$ cat src/rtl/aud_play_ctrl_if.sv
// rtl/aud_play_ctrl_if.sv - SRAM read port between the playback sequencer and the sample SRAM
interface aud_play_ctrl_if #(
  parameter int ADDR_W = 20
);
  logic [ADDR_W-1:0] sram_addr;
  logic              sram_rd;
  logic [15:0]       sram_data;

  modport master (output sram_addr, output sram_rd, input sram_data);
  modport slave  (input sram_addr, input sram_rd, output sram_data);
endinterface

$ cat src/rtl/aud_play_ctrl.sv
// rtl/aud_play_ctrl.sv - SRAM-to-AudPlayer playback sequencer with pause/stop and variable speed
module aud_play_ctrl #(
  parameter int ADDR_W = 20,
  parameter int RD_LAT = 2
) (
  input  logic              i_bclk,
  input  logic              i_rst_n,
  input  logic              i_daclrck,
  input  logic              i_start,
  input  logic              i_pause,
  input  logic              i_stop,
  input  logic              i_fast,
  input  logic              i_slow,
  input  logic [2:0]        i_speed,
  input  logic [ADDR_W-1:0] i_end_addr,
  aud_play_ctrl_if.master   sram,
  output logic [15:0]       o_dac_data,
  output logic              o_player_en,
  output logic [2:0]        o_state,
  output logic              o_done
);

  typedef enum logic [2:0] {
    IDLE  = 3'd0,
    FETCH = 3'd1,
    WAIT  = 3'd2,
    PLAY  = 3'd3,
    PAUSE = 3'd4
  } state_t;

  localparam logic [2:0] LAT_LAST = 3'(RD_LAT - 1);

  state_t            state;
  logic [ADDR_W-1:0] addr;
  logic              rd;
  logic [15:0]       dac;
  logic              en;
  logic              done;
  logic [2:0]        hold;
  logic              pend_pause;
  logic              lrck_prev;
  logic [2:0]        lat;

  logic              frame_rise;
  logic              mode_fast;
  logic              mode_slow;
  logic [ADDR_W:0]   step;
  logic [ADDR_W:0]   next;

  assign frame_rise = ~lrck_prev & i_daclrck;
  // Both or neither speed select means normal speed.
  assign mode_fast  = i_fast & ~i_slow;
  assign mode_slow  = i_slow & ~i_fast;

  always_comb begin
    step = (ADDR_W+1)'(1);
    if (mode_fast) step = (ADDR_W+1)'(i_speed) + (ADDR_W+1)'(1);
  end

  // One extra bit so the end-of-clip compare can never be fooled by wrap.
  assign next = {1'b0, addr} + step;

  always_ff @(posedge i_bclk or negedge i_rst_n) begin
    if (!i_rst_n) begin
      state      <= IDLE;
      addr       <= '0;
      rd         <= 1'b0;
      dac        <= '0;
      en         <= 1'b0;
      done       <= 1'b0;
      hold       <= '0;
      pend_pause <= 1'b0;
      lrck_prev  <= 1'b1;
      lat        <= '0;
    end else begin
      lrck_prev <= i_daclrck;
      rd        <= 1'b0;
      done      <= 1'b0;
      if (i_stop && state != IDLE) begin
        state      <= IDLE;
        addr       <= '0;
        hold       <= '0;
        pend_pause <= 1'b0;
        dac        <= '0;
        en         <= 1'b0;
        lat        <= '0;
      end else begin
        case (state)
          IDLE: begin
            if (i_start) begin
              state <= FETCH;
              addr  <= '0;
              rd    <= 1'b1;
            end
          end
          FETCH: begin
            if (i_pause) pend_pause <= 1'b1;
            lat   <= '0;
            state <= WAIT;
          end
          WAIT: begin
            if (lat == LAT_LAST) begin
              dac <= sram.sram_data;
              if (pend_pause || i_pause) begin
                state      <= PAUSE;
                en         <= 1'b0;
                pend_pause <= 1'b0;
              end else begin
                state <= PLAY;
                en    <= 1'b1;
              end
            end else begin
              lat <= lat + 3'd1;
              if (i_pause) pend_pause <= 1'b1;
            end
          end
          PLAY: begin
            if (i_pause) begin
              state <= PAUSE;
              en    <= 1'b0;
            end else if (frame_rise) begin
              if (mode_slow && hold < i_speed) begin
                hold <= hold + 3'd1;
              end else begin
                if (mode_slow) hold <= '0;
                if (next > {1'b0, i_end_addr}) begin
                  addr  <= '0;
                  done  <= 1'b1;
                  en    <= 1'b0;
                  state <= IDLE;
                end else begin
                  addr  <= next[ADDR_W-1:0];
                  rd    <= 1'b1;
                  state <= FETCH;
                end
              end
            end
          end
          PAUSE: begin
            if (i_start && !i_pause) begin
              state <= FETCH;
              rd    <= 1'b1;
            end
          end
          default: state <= IDLE;
        endcase
      end
    end
  end

  assign sram.sram_addr = addr;
  assign sram.sram_rd   = rd;
  assign o_dac_data     = dac;
  assign o_player_en    = en;
  assign o_state        = state;
  assign o_done         = done;

endmodule

$ cat src/flat_wrapper.sv
// flat-port wrapper written by rule: the top's interface ports become plain ports
module aud_play_ctrl_flat 
#(
  parameter int ADDR_W = 20,
  parameter int RD_LAT = 2
)
  (i_bclk, i_rst_n, i_daclrck, i_start, i_pause, i_stop, i_fast, i_slow, i_speed, i_end_addr, o_dac_data, o_player_en, o_state, o_done, sram_sram_addr, sram_sram_rd, sram_sram_data);
  aud_play_ctrl_if #(.ADDR_W(ADDR_W)) sram_i ();
  input  logic i_bclk;
  input  logic i_rst_n;
  input  logic i_daclrck;
  input  logic i_start;
  input  logic i_pause;
  input  logic i_stop;
  input  logic i_fast;
  input  logic i_slow;
  input  logic [2:0] i_speed;
  input  logic [ADDR_W-1:0] i_end_addr;
  output logic [15:0] o_dac_data;
  output logic o_player_en;
  output logic [2:0] o_state;
  output logic o_done;
  output wire logic [$bits(sram_i.sram_addr)-1:0] sram_sram_addr;
  output wire logic [$bits(sram_i.sram_rd)-1:0] sram_sram_rd;
  input wire logic [$bits(sram_i.sram_data)-1:0] sram_sram_data;
  assign sram_sram_addr = sram_i.sram_addr;
  assign sram_sram_rd = sram_i.sram_rd;
  assign sram_i.sram_data = sram_sram_data;
  aud_play_ctrl #(.ADDR_W(ADDR_W), .RD_LAT(RD_LAT)) u_core (.i_bclk(i_bclk), .i_rst_n(i_rst_n), .i_daclrck(i_daclrck), .i_start(i_start), .i_pause(i_pause), .i_stop(i_stop), .i_fast(i_fast), .i_slow(i_slow), .i_speed(i_speed), .i_end_addr(i_end_addr), .sram(sram_i), .o_dac_data(o_dac_data), .o_player_en(o_player_en), .o_state(o_state), .o_done(o_done));
endmodule
$ cat config.mk
export PLATFORM = sky130hd
export DESIGN_NAME = aud_play_ctrl_flat
export DESIGN_NICKNAME = d
export VERILOG_FILES = /design/src/rtl/aud_play_ctrl_if.sv /design/src/rtl/aud_play_ctrl.sv /design/src/flat_wrapper.sv
export SDC_FILE = /design/constraint.sdc
export NUM_CORES = 1
export LEC_CHECK = 0
export CAP_MARGIN = 20
export CORE_MARGIN = 2
export CORE_UTILIZATION = 49
export CTS_CLUSTER_DIAMETER = 100
export DETAILED_ROUTE_END_ITERATION = 16
export HOLD_SLACK_MARGIN = 0.05
export PLACE_DENSITY = 0.8
export SLEW_MARGIN = 10
export SYNTH_ARGS = -nofsm -noshare
export SYNTH_HDL_FRONTEND = slang
export SYNTH_SLANG_ARGS = --single-unit
$ cat constraint.sdc
create_clock -name i_bclk -period 4.7 [get_ports i_bclk]
set_input_delay 0.94 -clock i_bclk [delete_from_list [all_inputs] [get_ports i_bclk]]
set_output_delay 0.94 -clock i_bclk [all_outputs]
set_load 0.01 [all_outputs]
==> metrics.txt, run 1 <==
final core occ 0.7039; Clk Latency, worst-skew pair 0.30 ns; # clock sinks 50; die width 87.07 um; Worst Hold Launch u_core.o_dac_data[8]; synth top area cells dfrtp_1 36%, ha_1 11%, nand2_1 6.0%; 1st-pass router iterations 4; synth-to-layout area growth 39.90%; Lkg Pwr 2.214 nW; clk root buf clkbuf_8; Post-synth EDFFs 0; vias per inst 5.543; slew margin rel. 0.4356; max-cap violations 0; I/O pin cnt 89; switching power 0.4808 mW; initial antenna violation count 0; Yosys reg bits 50; critical path type primary input to flip-flop; Peak Freq 221.5 MHz; Seq/Total Area, Yosys 0.3705; ys async rst share 1.000; post-route ant nets 0; worst path bufs/invs 1; Num CTS Buffers 5; top-area cell type share of the netlist area 0.3627; Max Root-Sink Buffers 2; Worst Tran Pin Value 0.8466 ns; final hold vios 0; worst hold endpoint u_core.o_dac_data[8]; Clk pwr share 0.186; class of the worst hold path flip-flop to flip-flop; Antenna diodes 0; layout net count 565; # fillers 522; sequential share of power 0.421; clock transition at the registers of the reported paths 0.09 ns; Initial Util 0.5032; Starting DRT DRC Count 136; final setup fails 0; Mapped Area 0.003381 mm^2; Crit Path Max Fanout 4; share of cells above drive strength 1 0.1561; CTS tree done; r2r setup slk 1.14 ns; DRC 0; largest net degree at the start of global routing 37; worst-case clock skew 0.009378 ns; Post-Route WL 8664 um; worst r2r src u_core.sram.sram_addr[0]; fin crit period 4.514 ns; critical-path cell list clkdlybuf4s50_1 -> ha_1 -> and2_1 -> ha_1 -> a21o_1 -> a21o_1 -> a21o_1 -> and2_4 -> nand4_1 -> xnor2_1 -> ha_1 -> nand2_2 -> nor3_2 -> a2111oi_4 -> nand4bb_2 -> a21oi_4 -> nor2_2 -> a2111oi_4; average cell area after synthesis 9.088 um^2; worst path required time 4.90 ns; Hold Path Cell Cnt 2; Routed WL per cell 15.28 um; vias 3,143; total power 1.293 mW; Die ar. 0.007580 mm^2; first-pass GRT wire length 14,050 um; cell family with most CP delay compound AO/OA/AOI/OAI gates; Worst Setup Start Kind primary input; HPWL Detailed 6534 um; count of cell types in the netlist 52; Syn Inst Count 372; IO buf count 88; reg2reg path depth 16; Synth area leader dfrtp_1; switching share of power 0.3718; Slowest-stage cell, CP clkdlybuf4s50_1; Logic pwr share 0.393; GPL Wtd Cong 0.8932; outcome finished, final reports clean; register area 0.001252 mm^2; Slew Viols, Final 0; core area 0.006719 mm^2; GRT Total Usage 0.2297; vias in the first global route 3,067; internal power 0.8125 mW; Die H 87.07 um; Worst setup EP type flip-flop; row count 30; Post-Syn Nets 450; H-tree level count 2; Top FF cell, synth dfrtp_1; CP startpoint i_speed[0]; area of the multi-input gates 0.002037 mm^2; most common cell after layout, fill and taps aside clkdlybuf4s50_1; Worst VDD drop 0.2954 mV; slowest cell delay on critical path 0.43 ns; Synth Warn # 0; commonest non-fill, non-tap cells in the layout 87 x clkdlybuf4s50_1, 51 x nand2_1, 49 x dfrtp_1, 35 x buf_4, 34 x a21oi_1; Worst Path Arrival 4.71 ns; Hold-fix buffers, CTS 0; R2R Path End u_core.o_player_en; Final Cycle Share 0.9605; grt total ovfl 0; power density cells 273.4 mW/mm^2
[per-layer routing]
layer / GRT usage / vias to the layer above / share of wire
met3: 0.04455 / 9 / 0.055
li1: - / 1548 / -
met4: 0.04830 / 0 / 0.011
met5: 0 / - / 0
met1: 0.2994 / 1489 / 0.44
met2: 0.3969 / 97 / 0.49
[area by class of cell]
type / instances / share of cell area
Clock buffer: 6 / 0.01534
Clock inverter: 1 / 0.001587
Inverter: 27 / 0.02143
Multi-Input combinational cell: 279 / 0.4307
Sequential cell: 50 / 0.2648
Tap cell: 80 / 0.02116
Timing Repair Buffer: 124 / 0.2450
[sequential cells by signal (all words and copies together), names as in the netlist]
register               cells
u_core.o_state             3
u_core.hold                3
u_core.o_player_en         1
u_core.lrck_prev           1
u_core.sram.sram_rd        1
u_core.o_done              1
u_core.sram.sram_addr     20
u_core.pend_pause          1
u_core.o_dac_data         16
u_core.lat                 3
[what timing repair did]
| item | CTS | global route |
|---|---|---|
| endpoints found under the hold margin | 0 | 0 |
| buffers inserted | 0 | 3 |
| endpoints found under the setup margin | 0 | 24 |
| gates resized for setup | 0 | 19 |
[synthesized netlist by cell type (all sizes together) (7+ instances only)]
master  number
ha          30
nor3         9
a21oi       37
buf          8
nand2b       7
nor2        18
clkbuf       8
o21ai       14
xnor2       12
inv         27
nand3       10
a21o         8
dfrtp       49
nand2       54
a32o        17
[power groups by stage]
stage | sequential, mW | combinational (mW) | clock [mW]
3_3_place_gp | 0.548 | 0.493 | 0
3_5_place_dp | 0.553 | 0.505 | 0
6_report | 0.544 | 0.508 | 0.241
2_1_floorplan | 0.542 | 0.308 | 0
4_1_cts | 0.544 | 0.508 | 0.248
5_1_grt | 0.557 | 0.561 | 0.266
[metrics by stage]
step	setup TNS (ns)	hold slack [ns]	cells	setup WS, ns	area (um^2)
after floorplan	0	0.4707	372	0.3010	3381
after global placement	-1.946	0.4891	556	-0.1339	4518
after detailed placement	-5.699	0.5066	557	-0.3050	4538
after CTS	0	0.5259	564	0.01580	4618
after global routing	-0.06064	0.5490	567	-0.03248	4730
final	0	0.5243	567	0.1857	4730
[worst register-to-register path, cell delays in order, from the launching register on]
cell and delay (ns):
dfrtp_1 0.42, ha_1 0.24, fa_2 0.35, a21o_1 0.20, a21o_1 0.19, nand2_2 0.12
inv_1 0.07, nand3_1 0.11, xnor2_2 0.09, ha_1 0.34, a21oi_2 0.16, nor3_2 0.06
a2111oi_4 0.34, nand4bb_2 0.20, a21oi_4 0.22, nor2_2 0.08, a2111oi_4 0.28
[worst max path at each step]
stage                                           end  slack, ns  depth (start not counted)
after floorplan                  u_core.o_player_en       0.30                         17
after global placement    u_core.sram.sram_addr[12]      -0.13                         18
after detailed placement         u_core.o_player_en      -0.30                         17
after CTS                        u_core.o_player_en       0.02                         17
after global routing       u_core.sram.sram_addr[8]      -0.03                         19
final                            u_core.o_player_en       0.19                         18
[cells by family after synthesis]
| logic type | count (synthesis) | share of synthesized area |
|---|---|---|
| compound gates | 93 | 0.1991 |
| xor+xnor | 18 | 0.04663 |
| fa+ha+maj | 31 | 0.1170 |
| buf+inv | 43 | 0.05330 |
| flops | 50 | 0.3705 |
| mux | 5 | 0.01554 |
| simple gates | 132 | 0.1980 |
Power figures use the tool's default switching activity.
==> inputs of run 2 (changes only) <==
--- a/config.mk
+++ b/config.mk
@@ -5,6 +5,7 @@
 export SDC_FILE = /design/constraint.sdc
 export NUM_CORES = 1
 export LEC_CHECK = 0
+export ABC_CLOCK_PERIOD_IN_PS = 4700
 export CAP_MARGIN = 20
 export CORE_MARGIN = 2
 export CORE_UTILIZATION = 49
@@ -12,6 +13,7 @@
 export DETAILED_ROUTE_END_ITERATION = 16
 export HOLD_SLACK_MARGIN = 0.05
 export PLACE_DENSITY = 0.8
+export REMOVE_ABC_BUFFERS = 1
 export SLEW_MARGIN = 10
 export SYNTH_ARGS = -nofsm -noshare
 export SYNTH_HDL_FRONTEND = slang
==> metrics.txt, run 2 (same netlist as run 1, synthesis figures left out) <==
CTS tree done; clock transition at the registers of the reported paths 0.10 ns (about the same); layout net count 561 (-0.71%); worst slack at placement -0.2767 ns (+0.02824 ns); # fillers 521 (-0.19%); class of the worst hold path flip-flop to flip-flop; IO buf count 88 (unchanged); worst r2r src u_core.sram.sram_addr[0]; fin worst setup slack 0.1660 ns (-0.01969 ns); Worst VDD drop 0.2375 mV (-20%); Worst Hold Launch u_core.o_dac_data[13]; CP startpoint i_speed[0]; first-pass GRT wire length 13,880 um (-1.2%); commonest non-fill, non-tap cells in the layout 87 x clkdlybuf4s50_1, 52 x nand2_1, 49 x dfrtp_1, 35 x a21oi_1, 31 x buf_4; worst path required time 4.90 ns (about the same); core area 0.006719 mm^2 (unchanged); Antenna diodes 0 (unchanged); critical path type primary input to flip-flop; Worst Tran Pin Value 0.8481 ns (+0.001541 ns); largest net degree at the start of global routing 51 (+38%); I/O pin cnt 89 (unchanged); max reg flops 20 (unchanged); row count 30 (unchanged); R2R Path End u_core.sram.sram_addr[5]; Routed WL per cell 15.39 um (+0.73%); power density cells 290.4 mW/mm^2 (+6.2%); 1st-pass router iterations 4 (unchanged); GPL Wtd Cong 0.8889 (-0.48%); worst-case clock skew 0.008806 ns (-0.0005722 ns); Lkg Pwr 2.208 nW (-0.28%); Die H 87.07 um (unchanged); Starting DRT DRC Count 143 (+5.1%); Final Cycle Share 0.9647 (+0.004189); r2r setup slk 1.12 ns (-0.02 ns); HPWL Detailed 6466 um (-1.0%); Hold Path Cell Cnt 2 (unchanged); Area after DPL 0.004503 mm^2 (-0.77%); total power 1.368 mW (+5.7%); Peak Freq 220.6 MHz (-0.43%); Worst Setup Start Kind primary input; vias per inst 5.590 (+0.85%); register area 0.001252 mm^2 (unchanged); share of cells above drive strength 1 0.1426 (-0.01350); Worst setup EP type flip-flop; final hold vios 0 (unchanged); Slew Viols, Final 0 (unchanged); worst hold endpoint u_core.o_dac_data[13]; GRT Total Usage 0.2287 (-0.0009844); Clk Latency, worst-skew pair 0.31 ns (about the same); Initial Util 0.5032 (unchanged); DRC 0 (unchanged); final setup fails 0 (unchanged); clk root buf clkbuf_8; slew margin rel. 0.4346 (-0.001027); most common cell after layout, fill and taps aside clkdlybuf4s50_1; H-tree level count 2 (unchanged); finished layout cell area 0.004710 mm^2 (-0.42%); initial antenna violation count 0 (unchanged); Num CTS Buffers 5 (unchanged); Hold-fix buffers, CTS 0 (unchanged); area of the multi-input gates 0.002023 mm^2 (-0.68%); post-route ant nets 0 (unchanged); synth-to-layout area growth 39.30%; Max Root-Sink Buffers 2 (unchanged); total negative slack 0 ns (unchanged); Crit Path Max Fanout 9 (+5); die width 87.07 um (unchanged); reg2reg path depth 14 (-2); non-filler instance count after layout 564 (-0.53%); vias 3,153 (+0.32%); Inst Count DP 554 (-0.54%); grt total ovfl 0 (unchanged); # clock sinks 50 (unchanged); Worst Path Arrival 4.74 ns (+0.03 ns); fin crit period 4.534 ns (+0.01969 ns); Die ar. 0.007580 mm^2 (unchanged); vias in the first global route 3,137 (+2.3%); outcome finished, final reports clean; Post-Route WL 8681 um (+0.20%); max-cap violations 0 (unchanged)
## run 2: per-stage QoR
stage	hold WS, ns	util
final	0.5251	0.7009
after detailed placement	0.5133	0.6702
after CTS	0.5289	0.6870
after floorplan	0.4707	-
after global placement	0.4870	0.6702
after global routing	0.5427	0.7009
## run 2: routing by layer
layer / vias to the layer above / GRT usage / routed length [um]
li1: 1544 / - / -
met1: 1492 / 0.2781 / 3648
met4: 0 / 0.07528 / 139
met2: 103 / 0.4025 / 4295
met5: - / 0 / 0
met3: 14 / 0.04739 / 598
## run 2: final cells by class
class	count	area share
multi-input combinational	279	0.4296
sequential	50	0.2659
timing repair buffer	120	0.2378
inverter	27	0.02152
tap	80	0.02125
clock buffer	5	0.01461
clock inverter	3	0.009299
## run 2: critical path: stages
cell	delay (ns)
clkdlybuf4s50_1	0.43
ha_1	0.29
and2_1	0.17
ha_1	0.28
a21o_1	0.15
a21o_1	0.18
a21o_1	0.21
nor2b_1	0.15
and2_1	0.17
xor2_1	0.16
ha_1	0.29
nand4_1	0.14
buf_4	0.18
a311o_1	0.32
nand4bb_4	0.14
a21oi_4	0.08
buf_4	0.19
a32o_1	0.27
## run 2: repair_timing
action                     4_1_cts  5_1_grt
resized for setup                0       16
setup endpoints to repair        0       24
setup buffers                    0        2
## run 2: power by group
part | leakage, nW | switching, mW | internal [mW]
Combinational | 1.46 | 0.277 | 0.228
Clock | 0.0585 | 0.158 | 0.160
Sequential | 0.690 | 0.0624 | 0.482
Total | 2.21 | 0.498 | 0.869
## run 2: worst max path at each step
stage               cells past startpoint  slack, ns                        end
finish                                 18       0.17   u_core.sram.sram_addr[5]
global route                           18      -0.04         u_core.o_player_en
CTS                                    17       0.02  u_core.sram.sram_addr[12]
detailed placement                     19      -0.28  u_core.sram.sram_addr[12]
global placement                       17      -0.11   u_core.sram.sram_addr[4]
floorplan                              17       0.19         u_core.o_player_en
==> inputs of run 3 (changes only) <==
--- a/config.mk
+++ b/config.mk
@@ -6,13 +6,12 @@
 export NUM_CORES = 1
 export LEC_CHECK = 0
 export ABC_CLOCK_PERIOD_IN_PS = 4700
-export CAP_MARGIN = 20
+export CAP_MARGIN = 40
 export CORE_MARGIN = 2
-export CORE_UTILIZATION = 49
+export CORE_UTILIZATION = 32
 export CTS_CLUSTER_DIAMETER = 100
 export DETAILED_ROUTE_END_ITERATION = 16
 export HOLD_SLACK_MARGIN = 0.05
-export PLACE_DENSITY = 0.8
 export REMOVE_ABC_BUFFERS = 1
 export SLEW_MARGIN = 10
 export SYNTH_ARGS = -nofsm -noshare
==> metrics.txt, run 3 (same netlist as run 1, synthesis figures left out) <==
outcome finished, final reports clean; worst-case clock skew 0.009971 ns (+0.001165 ns); class of the worst hold path flip-flop to flip-flop; slowest cell delay on critical path 0.49 ns (+0.06 ns); final core occ 0.4625 (-0.2384); critical-path cell list clkdlybuf4s50_1 -> ha_1 -> and2_1 -> ha_1 -> a21o_1 -> a21o_1 -> a21o_1 -> and2_2 -> nand2_1 -> xnor2_1 -> ha_1 -> nand3_2 -> nor2_1 -> a2111oi_4 -> nand4bb_2 -> buf_4 -> a21bo_2 -> o31ai_1; non-filler instance count after layout 622 (+10%); Initial Util 0.3290 (-0.1742); most common cell after layout, fill and taps aside clkdlybuf4s50_1; Area after DPL 0.004611 mm^2 (+2.4%); GRT Total Usage 0.1592 (-0.06949); row count 37 (+23%); IO buf count 88 (unchanged); Worst setup EP type flip-flop; commonest non-fill, non-tap cells in the layout 87 x clkdlybuf4s50_1, 53 x nand2_1, 49 x dfrtp_1, 35 x a21oi_1, 33 x buf_4; Slew Viols, Final 0 (unchanged); Worst VDD drop 0.2123 mV (-11%); Die H 106.8 um (+23%); clk root buf clkbuf_8; finished layout cell area 0.004753 mm^2 (+0.93%); area of the multi-input gates 0.001981 mm^2 (-2.1%); vias in the first global route 3,125 (-0.38%); Num CTS Buffers 5 (unchanged); final setup fails 0 (unchanged); slew margin rel. 0.4036 (-0.03097); cell family with most CP delay compound AO/OA/AOI/OAI gates; DRC 0 (unchanged); CTS tree done; Final Cycle Share 0.9678 (+0.003114); Crit Path Max Fanout 4 (-5); H-tree level count 2 (unchanged); # fillers 1,021 (+96%); met3 Usage GRT 0.04802 (+0.0006310); first-pass GRT wire length 14,610 um (+5.3%); power density cells 287.5 mW/mm^2 (-0.99%); register area 0.001252 mm^2 (unchanged); post-route ant nets 0 (unchanged); initial antenna violation count 0 (unchanged); die width 106.8 um (+23%); Antenna diodes 0 (unchanged); clock transition at the registers of the reported paths 0.10 ns (about the same); grt total ovfl 0 (unchanged); RSZ-0062 raised after global routing false; core area 0.01028 mm^2 (+53%); fin crit period 4.549 ns (+0.01463 ns); Lkg Pwr 2.192 nW (-0.74%); critical path type primary input to flip-flop; M2 GR Usage 0.2671 (-0.1354); Worst Setup Start Kind primary input; worst path bufs/invs 2 (-1); I/O pin cnt 89 (unchanged); GR Util met1 0.1967 (-0.08140); worst slack at placement -0.3225 ns (-0.04580 ns); hold_ws 0.5229 ns (-0.002224 ns); layout net count 563 (+0.36%); worst path required time 4.91 ns (about the same); # clock sinks 50 (unchanged); Post-CTS Setup Repair Bufs 0 (unchanged); Starting DRT DRC Count 105 (-27%); Worst Tran Pin Value 0.8946 ns (+0.04645 ns); Clk Latency, worst-skew pair 0.31 ns (about the same); vias per inst 5.019 (-10%); largest net degree at the start of global routing 51 (unchanged); Die ar. 0.01140 mm^2 (+50%); max-cap violations 0 (unchanged); Routed WL per cell 14.24 um (-7.5%); Worst Path Arrival 4.76 ns (+0.02 ns); HPWL Detailed 6813 um (+5.4%); total power 1.367 mW (about the same); final hold vios 0 (unchanged); GRT busiest layer met2; vias 3,122 (-0.98%); synth-to-layout area growth 40.60%; Slowest-stage cell, CP clkdlybuf4s50_1; Max Root-Sink Buffers 2 (unchanged); max reg flops 20 (unchanged); total negative slack 0 ns (unchanged); Peak Freq 219.8 MHz (-0.32%); 1st-pass router iterations 4 (unchanged); share of cells above drive strength 1 0.1337 (-0.008817); GPL Wtd Cong 0.8154 (-8.3%); Post-Route WL 8859 um (+2.1%); fin worst setup slack 0.1514 ns (-0.01463 ns); Inst Count DP 614 (+11%)
run 3: cell count changes in the layout (fill, tap and decap cells not counted), sizes merged:
| cell | previous run | this run |
|---|---|---|
| buf | 33 | 35 |
| clkbuf | 5 | 6 |
| clkinv | 1 | 0 |
| clkinvlp | 0 | 1 |
| inv | 28 | 27 |
run 3: layout make-up:
| type | instances | area share |
|---|---|---|
| multi-input combinational | 279 | 0.4167 |
| tap | 136 | 0.03580 |
| clock inverter | 2 | 0.007897 |
| clock buffer | 6 | 0.01527 |
| sequential | 50 | 0.2635 |
| inverter | 27 | 0.02132 |
| timing repair buffer | 122 | 0.2395 |
run 3: final timing paths:
check | from | to | slack (ns) | cells after the start
worst min register to register | u_core.lat[2] | u_core.lat[2] | 0.52 | 2
worst max-delay path | i_speed[1] | u_core.sram.sram_addr[12] | 0.15 | 18
worst min-delay path | u_core.lat[2] | u_core.lat[2] | 0.52 | 2
min in group asynchronous | i_rst_n | u_core.o_dac_data[12] | 0.74 | 2
max in group asynchronous | i_rst_n | u_core.o_done | 3.52 | 2
worst max register to register | u_core.sram.sram_addr[0] | u_core.sram.sram_addr[12] | 1.06 | 14
run 3: worst reg2reg max path: stages, from the launching register on:
cell	delay, ns
dfrtp_1	0.43
ha_1	0.25
fa_2	0.35
a21o_1	0.20
a21o_1	0.21
nand2_2	0.11
nor2_2	0.07
xor2_2	0.18
ha_1	0.34
a21o_1	0.19
a2111oi_4	0.43
nand4bb_2	0.20
buf_4	0.19
a21bo_2	0.22
o31ai_1	0.19
run 3: what timing repair did:
item,CTS,global route
gates resized for setup,1,8
setup endpoints to repair,3,23
cloned,0,0
hold buffers,0,0
pin swaps,1,5
run 3: routing by layer:
metal / vias up / part of all wire
met5: - / 0
met1: 1476 / 0.44
met4: 0 / 0.018
met3: 16 / 0.074
li1: 1546 / -
met2: 84 / 0.46
run 3: power breakdown:
group          leakage [nW]  internal, mW  switching [mW]  total [mW]
Sequential            0.690         0.482          0.0625       0.544
Clock                0.0514         0.159           0.145       0.304
Combinational          1.45         0.236           0.281       0.518
==> variant 1 (flow settings as in run 1) <==
`ADDR_W` is set to 20 in 3 places; all go to 40.
--- a/src/rtl/aud_play_ctrl_if.sv
+++ b/src/rtl/aud_play_ctrl_if.sv
@@ -1,6 +1,6 @@
 // rtl/aud_play_ctrl_if.sv - SRAM read port between the playback sequencer and the sample SRAM
 interface aud_play_ctrl_if #(
-  parameter int ADDR_W = 20
+  parameter int ADDR_W = 40
 );
   logic [ADDR_W-1:0] sram_addr;
   logic              sram_rd;
--- a/src/rtl/aud_play_ctrl.sv
+++ b/src/rtl/aud_play_ctrl.sv
@@ -1,6 +1,6 @@
 // rtl/aud_play_ctrl.sv - SRAM-to-AudPlayer playback sequencer with pause/stop and variable speed
 module aud_play_ctrl #(
-  parameter int ADDR_W = 20,
+  parameter int ADDR_W = 40,
   parameter int RD_LAT = 2
 ) (
   input  logic              i_bclk,
--- a/src/flat_wrapper.sv
+++ b/src/flat_wrapper.sv
@@ -1,7 +1,7 @@
 // flat-port wrapper written by rule: the top's interface ports become plain ports
 module aud_play_ctrl_flat 
 #(
-  parameter int ADDR_W = 20,
+  parameter int ADDR_W = 40,
   parameter int RD_LAT = 2
 )
   (i_bclk, i_rst_n, i_daclrck, i_start, i_pause, i_stop, i_fast, i_slow, i_speed, i_end_addr, o_dac_data, o_player_en, o_state, o_done, sram_sram_addr, sram_sram_rd, sram_sram_data);
Ports: changed (resized i_end_addr and sram_sram_addr); port bits go from 89 to 129. The function was not compared with the original's and may differ.
==> variant 1 against run 1 <==
Non-clock buffer count grew 107; sequential power grew 28%; core utilization grew 7.3 points; wire length grew 87%; cell area grew 67%; setup slack lost 0.11 ns; area after synthesis grew 49%; register-to-register slack lost 0.56 ns; sequential cell count grew 20; die area grew 47%; critical path depth grew 2; total power grew 35%; clock skew grew 0.0031 ns.
==> variant 1: results (changes against run 1) <==
largest_register_ffs: 40  # +100%
finalClockSkew_ns: 0.0125  # +0.00309 ns
first_pass_iters: 7  # +3
transition_at_the_pin_with_the_smallest_max_transition_slack_ns: 0.979  # +0.132 ns
dp_hpwl_um: 11500  # +76%
worst_path_largest_cell_delay_ns: 0.51  # +0.08 ns
vias: 5414  # +72%
share_of_the_final_layout_cell_area_in_sequential_cells_pct: 22.2  # -4.3 points
cts_repair_resize_count: 53  # +53
cp.arrival_ns: 4.89  # +0.18 ns
first_pass_grt_wire_length_um: 25200  # +79%
dr_wl_met2_um: 8240  # +93%
first_global_vias: 5327  # +74%
grt_util_met1_pct: 33.7  # +3.8 points
place_area_mm2: 0.00706  # +56%
n_all_inverters: 61  # +130%
met3WireLength_um: 1010  # +110%
post_cts_buffers: 11  # +11
cts_htree_levels: 3  # +1
postLayoutCellArea_mm2: 0.00791  # +67%
power.static_leakage_uw: 0.00380  # +72%
clk_latency_ns: 0.35  # +0.05 ns
placed_cells: 893  # +60%
worst-path-max-fanout: 10  # +6
run_status: "finished, final reports clean"
synth_cell_types: 54  # +3.8%
grtUsageMet3_pct: 5.50  # +1.0 points
grtUsageTotal_pct: 27.7  # +4.7 points
grt_start_max_net_pins: 41  # +11%
synthToLayoutAreaGrowth_pct: 56.6
final_cell_count_no_fill: 936  # +65%
synth_mux_area_share_pct: 0.198  # -1.4 points
signal_buffers: 231  # +86%
cts_buffers: 9  # +4
[variant 1: final timing paths]
kind	start	to	cells past startpoint	slack [ns]
min in group asynchronous	i_rst_n	u_core.sram.sram_addr[21]$_DFFE_PN0P_	1	0.73
worst max-delay path	i_speed[2]	u_core.sram.sram_addr[1]$_DFFE_PN0P_	20	0.07
worst min-delay path	u_core.o_dac_data[15]$_DFFE_PN0P_	u_core.o_dac_data[15]$_DFFE_PN0P_	1	0.51
worst min register to register	u_core.o_dac_data[15]$_DFFE_PN0P_	u_core.o_dac_data[15]$_DFFE_PN0P_	1	0.51
max in group asynchronous	i_rst_n	u_core.lrck_prev$_DFF_PN1_	2	2.93
worst max register to register	u_core.sram.sram_addr[0]$_DFFE_PN0P_	u_core.sram.sram_addr[1]$_DFFE_PN0P_	18	0.58
[variant 1: report_power, final]
part | internal (uW) | switching, uW
Combinational | 224 | 285
Clock | 301 | 246
Sequential | 643 | 52.0
==> variant 2 (config.mk and constraints of run 1) <==
Without the edit above. Reset style: synchronous (`i_rst_n`), changed in one clocked block.
--- a/src/rtl/aud_play_ctrl.sv
+++ b/src/rtl/aud_play_ctrl.sv
@@ -60,7 +60,7 @@
   // One extra bit so the end-of-clip compare can never be fooled by wrap.
   assign next = {1'b0, addr} + step;
 
-  always_ff @(posedge i_bclk or negedge i_rst_n) begin
+  always_ff @(posedge i_bclk) begin
     if (!i_rst_n) begin
       state      <= IDLE;
       addr       <= '0;
Behaviour: differs if i_rst_n is asserted again (counterexample within 4 cycles, from zero or initial values and one cycle with i_rst_n low); with i_rst_n held inactive, the same outputs for 10 cycles.
==> variant 2 against run 1 <==
Cell area fell by 2.5%; register-to-register slack worse by 0.15 ns; sequential cell count is the same; critical path depth decreased by 1; setup slack got worse by 0.076 ns; wire length up 2.0%; area after synthesis is 4.0% lower; maximum frequency down 1.7%; die area is 3.8% lower; critical endpoint is now u_core.sram.sram_addr[12]$_SDFFE_PP0P_.
Power is not compared: it rests on default switching activity, and its combinational part moved more than twofold at a synthesized area within 25%.
==> variant 2: results (changes against run 1) <==
worst_path_dominant_cell_family: "compound AO/OA/AOI/OAI gates"
run_status: "finished, final reports clean"
synth_commonest_cells: "dfxtp_1, nand2_1, a21oi_1"
regArea_mm2: 0.00100  # -20%
vias: 3206  # +2.0%
ys_seq_area_share_pct: 30.8  # -6.2 points
grtUsageMet3_pct: 3.50  # -0.95 points
finalClockSkew_ns: 0.00218  # -0.00720 ns
worst-path-max-fanout: 7  # +3
first_pass_grt_wire_length_um: 13800  # -1.4%
synth.top_cells.by_area: "dfxtp_1, ha_1, a21oi_1, nand2_1, a32oi_1"
routed_wirelength_um: 8840  # +2.0%
synth_cell_types: 60  # +15%
post_synth_net_total: 469  # +4.2%
pre_cts_slack_ns: -0.279  # +0.0262 ns
clk_path_buf_depth: 2  # unchanged
power.static_leakage_uw: 0.00191
first_pass_iters: 4  # unchanged
clock_cell_area_share_pct: 1.65  # -0.039 points
fin_util_pct: 72.2  # +1.8 points
met3WireLength_um: 362  # -24%
signal_buffers: 122  # -1.6%
post_cts_buffers: 0  # unchanged
nets: 581  # +2.8%
met1Wirelength_um: 3880  # +1.4%
async_set_reset_flop_share_out_of_synthesis_pct: 0  # -100 points
drive_above_1_share_pct: 15.5  # -0.099 points
n_all_inverters: 30  # +11%
transition_at_the_pin_with_the_smallest_max_transition_slack_ns: 0.591  # -0.256 ns
dr.first_iter.drc_count: 124  # -8.8%
finalWeightedCongestion: 0.869  # -2.7%
place_area_mm2: 0.00434  # -4.4%
first_global_vias: 3037  # -0.98%
num_antenna_cells: 0  # unchanged
number_of_antenna_violations_at_the_first_check_in_global_routing: 0  # unchanged
non_clock_buffer_area_share_pct: 25.1  # +0.65 points
globalRouteMet2Util_pct: 40.9  # +1.2 points
layout.clock_buffers: 7  # +1
layout.filler_cells: 492  # -5.7%
detail_route.vias_per_cell: 5.53  # -0.28%
dr_wl_met2_um: 4520  # +5.7%
syn_inst: 391  # +5.1%
synth_most_common_cell: "dfxtp_1"
internal_power_summed_over_all_cells_uw: 613
worst_path_largest_cell_delay_ns: 0.43  # about the same
postSynthAreaPerCell_um2: 8.30  # -8.7%
cp.arrival_ns: 4.83  # +0.12 ns
grt_util_met1_pct: 29.9  # about the same
worst_path_max_delay_cell: "clkdlybuf4s50_1"
dp_hpwl_um: 6370  # -2.4%
placed_cells: 568  # +2.0%
multi_input_area_mm2: 0.00217  # +6.4%
grt_start_max_net_pins: 34  # -8.1%
numClockSinks: 50  # unchanged
grtUsageTotal_pct: 23.3  # +0.30 points
largest_register_ffs: 20  # unchanged
num-multi-input-gates: 294  # +5.4%
variant 2: worst paths after layout:
check,start,to,slack [ns],depth (start not counted)
setup / recovery,i_speed[0],u_core.sram.sram_addr[12]$_SDFFE_PP0P_,0.11,17
hold / removal,u_core.o_dac_data[6]$_SDFFE_PP0P_,u_core.o_dac_data[6]$_SDFFE_PP0P_,0.46,2
setup reg to reg,u_core.sram.sram_addr[0]$_SDFFE_PP0P_,u_core.sram.sram_addr[12]$_SDFFE_PP0P_,0.99,15
hold reg to reg,u_core.o_dac_data[6]$_SDFFE_PP0P_,u_core.o_dac_data[6]$_SDFFE_PP0P_,0.46,2
variant 2: kinds of logic after synthesis:
family / after synthesis / share of synthesized area (%)
buffers and inverters: 47 / 6.55
flip-flops: 50 / 30.8
AO/OA/AOI/OAI: 90 / 20.0
AND/OR/NAND/NOR: 153 / 24.8
XOR/XNOR: 17 / 4.59
adder cells (fa/ha/maj): 31 / 12.2
multiplexers: 3 / 1.00
